**src/rtl/dual_syn_ram_be.sv**
```systemverilog
// Purpose : dual-port (1W/1R) synchronous RAM with byte-lane write enables and a
//           power-up/reset clear sequence that zeroes every word before use.
// Latency : read data registered, valid one cycle after re; busy for DEPTH cycles after reset;
//           no backpressure: requests are simply dropped while busy.
// Option  : define DUAL_SYN_RAM_BYPASS_EN for write-first collision data (default read-first).
module dual_syn_ram_be #(
    parameter int WIDTH    = 32,
    parameter int DEPTH    = 16,
    parameter int ADDR_BUS = 4
) (
    input  logic                  clk,
    input  logic                  rst,
    input  logic                  we,
    input  logic [ADDR_BUS-1:0]   wr_addr,
    input  logic [WIDTH-1:0]      din,
    input  logic [WIDTH/8-1:0]    be,
    input  logic                  re,
    input  logic [ADDR_BUS-1:0]   rd_addr,
    output logic [WIDTH-1:0]      dout,
    output logic                  dout_vld,
    output logic                  busy
);

    localparam int NB = WIDTH / 8;

    typedef enum logic {
        ST_CLEAR = 1'b0,
        ST_READY = 1'b1
    } state_t;

    state_t                r_state;
    state_t                w_state_nxt;
    logic [ADDR_BUS-1:0]   r_clr_cnt;
    logic [ADDR_BUS-1:0]   w_clr_cnt_nxt;
    logic                  w_clr_last;

    logic [WIDTH-1:0]      r_mem [0:DEPTH-1];
    logic [WIDTH-1:0]      r_dout;
    logic                  r_dout_vld;

    logic                  w_wr_in_range;
    logic                  w_rd_in_range;
    logic                  w_wr_hit;
    logic                  w_rd_en;
    logic [WIDTH-1:0]      w_rd_data;

    // Addresses at or beyond DEPTH are decoded as holes (writes dropped, reads return zero).
    assign w_wr_in_range = (32'(wr_addr) < DEPTH);
    assign w_rd_in_range = (32'(rd_addr) < DEPTH);
    assign w_clr_last    = (32'(r_clr_cnt) == (DEPTH - 1));

    // User traffic is only honoured once the clear sweep has finished.
    assign w_wr_hit = (r_state == ST_READY) && we && w_wr_in_range;
    assign w_rd_en  = (r_state == ST_READY) && re;

    assign busy     = (r_state == ST_CLEAR);
    assign dout     = r_dout;
    assign dout_vld = r_dout_vld;

    // FSM state and clear-address register; reset restarts the sweep from word 0.
    always_ff @(posedge clk) begin
        if (rst) begin
            r_state   <= ST_CLEAR;
            r_clr_cnt <= '0;
        end else begin
            r_state   <= w_state_nxt;
            r_clr_cnt <= w_clr_cnt_nxt;
        end
    end

    // Next-state: sweep clr_cnt over every word, leave CLEAR on the edge that clears the last one.
    always_comb begin
        w_state_nxt   = r_state;
        w_clr_cnt_nxt = r_clr_cnt;
        case (r_state)
            ST_CLEAR: begin
                if (w_clr_last) begin
                    w_state_nxt   = ST_READY;
                    w_clr_cnt_nxt = '0;
                end else begin
                    w_clr_cnt_nxt = r_clr_cnt + ADDR_BUS'(1);
                end
            end
            ST_READY: begin
                w_state_nxt   = ST_READY;
                w_clr_cnt_nxt = '0;
            end
            default: begin
                w_state_nxt   = ST_CLEAR;
                w_clr_cnt_nxt = '0;
            end
        endcase
    end

    // Memory array: zeroing during CLEAR, byte-lane masked writes during READY, untouched in reset.
    always_ff @(posedge clk) begin
        if (!rst) begin
            if (r_state == ST_CLEAR) begin
                r_mem[r_clr_cnt] <= '0;
            end else if (w_wr_hit) begin
                for (int k = 0; k < NB; k++) begin
                    if (be[k]) begin
                        r_mem[wr_addr][8*k +: 8] <= din[8*k +: 8];
                    end
                end
            end
        end
    end

    // Read mux: zero for holes; on a same-address collision optionally forward enabled din lanes.
    always_comb begin
        w_rd_data = '0;
        if (w_rd_in_range) begin
            w_rd_data = r_mem[rd_addr];
`ifdef DUAL_SYN_RAM_BYPASS_EN
            if (w_wr_hit && (wr_addr == rd_addr)) begin
                for (int k = 0; k < NB; k++) begin
                    if (be[k]) begin
                        w_rd_data[8*k +: 8] = din[8*k +: 8];
                    end
                end
            end
`endif
        end
    end

    // Registered read port: dout holds between reads, dout_vld pulses once per accepted read.
    always_ff @(posedge clk) begin
        if (rst) begin
            r_dout     <= '0;
            r_dout_vld <= 1'b0;
        end else begin
            r_dout_vld <= w_rd_en;
            if (w_rd_en) begin
                r_dout <= w_rd_data;
            end
        end
    end

endmodule

```
**config.mk**
```make
export PLATFORM = sky130hd
export DESIGN_NAME = dual_syn_ram_be
export DESIGN_NICKNAME = d
export VERILOG_FILES = /design/src/rtl/dual_syn_ram_be.sv
export SDC_FILE = /design/constraint.sdc
export NUM_CORES = 1
export LEC_CHECK = 0
export CAP_MARGIN = 20
export CORE_MARGIN = 5
export CORE_UTILIZATION = 40
export DETAILED_ROUTE_END_ITERATION = 10
export HOLD_SLACK_MARGIN = 0.03
export PLACE_DENSITY_LB_ADDON = 0.3
export SKIP_LAST_GASP = 1
export SLEW_MARGIN = 20
export SYNTH_ARGS = -nofsm -noshare
export SYNTH_HDL_FRONTEND = slang
export SYNTH_SLANG_ARGS = --single-unit
export TNS_END_PERCENT = 5
```
**constraint.sdc**
```tcl
create_clock -name clk -period 2.85 [get_ports clk]
set_input_delay 0.4275 -clock clk [delete_from_list [all_inputs] [get_ports clk]]
set_output_delay 0.4275 -clock clk [all_outputs]
set_load 0.01 [all_outputs]
```
; Yosys cells after proc, flatten, opt, wreduce, memory -nomap -nowiden
; Memory sizes are Yosys's and may differ from the RTL's. A register that Yosys moved wholly into a read port is not among the register bits.
; Cells that the tools add are included.
[totals]
ram_bits = 512
output_inout_bits = 34
reg_bits = 6
input_bits = 48
wordCells = 40
mem_bits_ro = 0
mem_count = 1
latch_bits = 0
[classes]
add_sub_neg = 1
n_div = 0
n_eq_ne = 1
n_mux = 30
n_bitwise = 1
n_shift = 0
n_reduce_logical = 3
order_cmp = 0
n_mul = 0
[mem_list]
columns = memory, words, word_bits, rd, rd_clocked_by_memory_dff, wr, line_no
row1 = r_mem, 16, 32, 1, 1, 1, 37  ; logic [WIDTH-1:0] r_mem [0:DEPTH-1];
[ops]
columns = op, count
row1 = 32-bit 2-to-1 mux, 1
row2 = 32-bit OR reduction, 1
row3 = 1-bit 2-to-1 mux, 24
row4 = 4-bit 2-to-1 mux, 3
row5 = 4-bit one-hot mux with 2 select lines, 1
row6 = 4-bit by 1-bit adder with 4-bit output (second input constant), 1
row7 = 4-bit equality test (second input constant), 1
row8 = 1-bit logical AND, 2
row9 = 1-bit one-hot mux with 2 select lines, 1
row10 = 1-bit NOT, 1

; Depth between registers and ports, before layout
; Gate-level depths: netlist of the first run.
[depth]
ltp_word = 7
depth_mapped = 8
depth_no_buf = 4

; Worst setup path before layout of the first run
; No wires, ideal clock.
[synth_timing]
path_kind = flip-flop to flip-flop
from = reg r_state
to = mem r_mem[13][0], enable pin
n_path_buf = 2
t_arrival_ps = 2156
synth_period_minus_slack_ps = 2539
stages_incl_launch_ff = 7
required_ps = 2467
path_slack_ps = 311
cell_sequence = dfxtp_1 > buf_4 > inv_4 > nor4b_4 > mux2_2 > buf_2 > nor3_1
[synth_between]
elab_chain_len = 7
[synth_rtl]
columns = item, line_no
row1 = "start, declared", 31  ; state_t r_state;
row2 = "start signal, assigned", 66  ; r_state <= w_state_nxt;
row3 = 1-bit logical AND, 53  ; assign w_wr_hit = (r_state == ST_READY) && we && w_wr_in_range;
row4 = 1-bit 2-to-1 mux, 100  ; end else if (w_wr_hit) begin
row5 = 1-bit 2-to-1 mux, 98  ; if (r_state == ST_CLEAR) begin
row6 = 1-bit 2-to-1 mux, 97  ; if (!rst) begin
row7 = 1-bit 2-to-1 mux (not written as such), 103  ; r_mem[wr_addr][8*k +: 8] <= din[8*k +: 8];
row8 = 32-bit OR reduction (no source line), -
row9 = 4-bit 2-to-1 mux (no source line), -
row10 = "end, declared", 37
; Several ways; a longest one is shown, not always the timed one.

; Final worst setup path of the first run
[layout_timing]
from = in be[0]
to = mem r_mem[0][31], enable pin
[layout_between]
elab_chain_len = 7
[layout_rtl]
columns = item, line_no
row1 = "start, declared", 16  ; input logic [WIDTH/8-1:0] be,
row2 = 1-bit 2-to-1 mux (*), 102  ; if (be[k]) begin
row3 = 1-bit 2-to-1 mux (*), 100
row4 = 1-bit 2-to-1 mux (*), 98
row5 = 1-bit 2-to-1 mux (*), 97
row6 = 1-bit 2-to-1 mux (not written as such) (*), 103
row7 = 32-bit OR reduction (no source line) (*), -
row8 = 4-bit 2-to-1 mux (no source line), -
; Every way passes the cells marked *; elsewhere a longest branch is shown, timed or not.

==> results.md, run 1 <==
- Via count: 10.9k
- Worst Tran Pin Value: 1010 ps
- Critical Path, Cell by Cell: clkdlybuf4s50_1, nor4_2, nor4b_4, buf_12, mux2i_2, buf_4, nor3_1, buf_4
- Synth Area in XOR/XNOR: 0.000813
- CP Max Fanout: 12
- TNS Setup: 0 ps
- MaxCap Viol Count: 0
- Setup bufs post-CTS: 0
- Row count: 85
- Crit Reg-Reg Endpoint: r_mem[0][31]
- Yosys synthesis warning count: 0
- Most frequent cells in the layout: 512 x edfxtp_1, 125 x buf_4, 95 x mux4_2
- Compound-gate portion of the synthesized area: 0.0340
- Port-buffer cells: 81
- Pwr/cell area: 639 mW/mm²
- Min-delay worst type: in2reg
- Detail-routed via count per cell: 5.38
- Setup WS pre-CTS: -353 ps
- #FFs+latches synth: 550
- Critical Path Start: be[0]
- Core Area: 0.0536 mm²
- Vias in the first global route: 11.5k
- Final hold violation count: 0
- Most used cell, CP: buf_4
- Worst IR Drop VDD: 0.410 mV
- Total clock sinks: 550
- Syn avg cell area: 19.7 µm²
- Worst slew margin: 0.321
- CTS tree: done
- Worst R2R Start: r_state
- Worst setup margin: 265 ps
- Mapped Area: 0.0215 mm²
- Leakage: 0.00927 µW
- Crit. End Element: flop
- Multi-input logic area: 0.00507 mm²
- Synth Area in Adders: 0.000581
- Outcome: completed
- Worst endpoint required time: 3150 ps
- Share of cells above drive strength 1: 0.288
- Inserted Diodes: 0
- Final setup fails: 0
- Clk Latency, worst-skew pair: 600 ps
- WHS: 432 ps
- Worst-path clk slew: 60 ps
- Placed Instances: 1935
- Post-route ant nets: 0
- Initial core utilization: 0.402
- RePlAce Congestion: 0.776
- Largest net degree at the start of global routing: 43
- Max Slew Vio Count: 0
- Multiplexer share of the synthesized area: 0.151
- Net Count, Synth: 1145
- Tmin final: 2580 ps
- Ys flop type: edfxtp_1
- H-tree Lvls: 2
- Post-Synth Simple-Gate Area: 0.0460
- Max stage delay on crit path: 700 ps
- Final Power: 16500 µW
- DRC viols: 0
- Critical-path top delay cell: nor3_1
- Die height: 242 µm
- Initial antenna violation count: 1
- Die area: 0.0586 mm²
- Skew final: 19.8 ps
- CTS buffer count: 54
- Clock root cell: clkbuf_16
- Final HPWL DP: 31700 µm
- Crit Path Category: in2reg
- Synth cell types: 37
- Number of flops mapped to enable cells by yosys: 512
- R2R setup slack: 300 ps
- Storage cell area: 0.0161 mm²
- I/O Pins: 82
- Reg2Reg Depth: 7
- First-pass iteration count of the detailed router: 5
- Fraction of registers with async set/reset: 0
- Layout net count: 1345
- Wire per inst: 23.9 µm
- Filler cells: 4476
- Die W: 242 µm
- Critical Path AT: 2890 ps
- Main combinational cell family by area after synthesis: multiplexers
- Layout area overhead: 19.6%
- Final WL: 48800 µm
- CTS Hold Bufs: 0
- Seq/Total Area, Yosys: 0.749
- Cells after synthesis: 1096
- Commonest non-fill, non-tap cell in the layout: edfxtp_1
- GRT overflow: 0
- Fin crit share: 0.907
- Setup crit start kind: input port
- CTS Buffer Depth: 3
- CP Capture Point: r_mem[0][31]
- Fmax: 0.387 GHz
- DRT iter0 DRCs: 868
- Post-cts sizing count: 0
- Final std cells w/o fill: 2036
- RSZ-0062 raised after global routing: false
- First-pass GRT wire length: 73800 µm
- Gr usage total: 0.165
-- sequential cells by signal, summed over array words and instances, names as in the netlist --
signal,flops
dout,32
dout_vld,1
r_clr_cnt,4
r_mem,512
r_state,1
-- how the worst min path moves through the flow --
stage,end,depth (start not counted),from
global route,dout[15],3,rd_addr[1]
global placement,dout[15],2,dout[15]
finish,dout[15],3,rd_addr[1]
CTS,dout[15],3,rd_addr[1]
floorplan,r_clr_cnt[0],1,r_clr_cnt[0]
detailed placement,dout[13],2,dout[13]
-- cells by family (layout without fill, tap and decap cells) --
family / count (synthesis) / count (layout)
mux: 200 / 200
flops: 550 / 550
buf+inv: 74 / 318
compound gates: 103 / 103
fa+ha+maj: 1 / 1
simple gates: 166 / 166
xor+xnor: 2 / 2
-- worst max-delay path, delay by kind of cell --
family,cells,cell delay (ps)
AND/OR/NAND/NOR,3,1160
buffers and inverters,4,1070
multiplexers,1,220
-- stage by stage --
stage,utilization,area [µm²]
after global placement,0.448,24000
after detailed placement,0.448,24000
after global routing,0.481,25800
final,0.481,25800
after floorplan,-,21500
after CTS,0.480,25700
-- report_power, final --
part | internal, µW | total, µW | switching [µW]
logic | 349 | 740 | 391
registers | 8790 | 8820 | 24.8
clock network | 3980 | 6920 | 2940
total | 13100 | 16500 | 3360
-- routing by layer --
layer / track usage / wire length (µm) / vias up / share of wire
li1: - / - / 4890 / -
met1: 0.240 / 22300 / 5716 / 0.46
met2: 0.264 / 23300 / 276 / 0.48
met3: 0.0236 / 2270 / 66 / 0.046
met4: 0.0453 / 964 / 0 / 0.020
met5: 0 / 0 / - / 0
-- cell usage after synthesis (8+ instances only) --
cell | instances | share of area
edfxtp_1 | 512 | 0.71
mux4_2 | 95 | 0.099
mux2i_1 | 67 | 0.031
nand2_1 | 42 | 0.0073
nor3_1 | 39 | 0.0091
dfxtp_1 | 38 | 0.035
clkbuf_1 | 36 | 0.0063
and2_1 | 34 | 0.0099
mux2_2 | 33 | 0.017
a221oi_1 | 31 | 0.013
a22oi_1 | 31 | 0.011
nor3_2 | 26 | 0.012
o21ai_0 | 26 | 0.0060
buf_2 | 19 | 0.0044
buf_4 | 10 | 0.0035
nor2b_1 | 10 | 0.0029
nor2_1 | 8 | 0.0014
-- area by class of cell --
| cell class | count | area share |
|---|---|---|
| tap | 696 | 0.0338 |
| sequential | 550 | 0.626 |
| inverter | 1 | 0.000243 |
| multi-input combinational | 472 | 0.197 |
| clock buffer | 63 | 0.0546 |
| timing repair buffer | 217 | 0.0762 |
| clock inverter | 37 | 0.0124 |
No activity file was read; power rests on OpenSTA's default activity.
==> run 2: changes to the inputs <==
- HOLD_SLACK_MARGIN: 0.03 -> unset
==> results of run 2 <==
The final DEF is identical to that of run 1; final timing and power are the same.
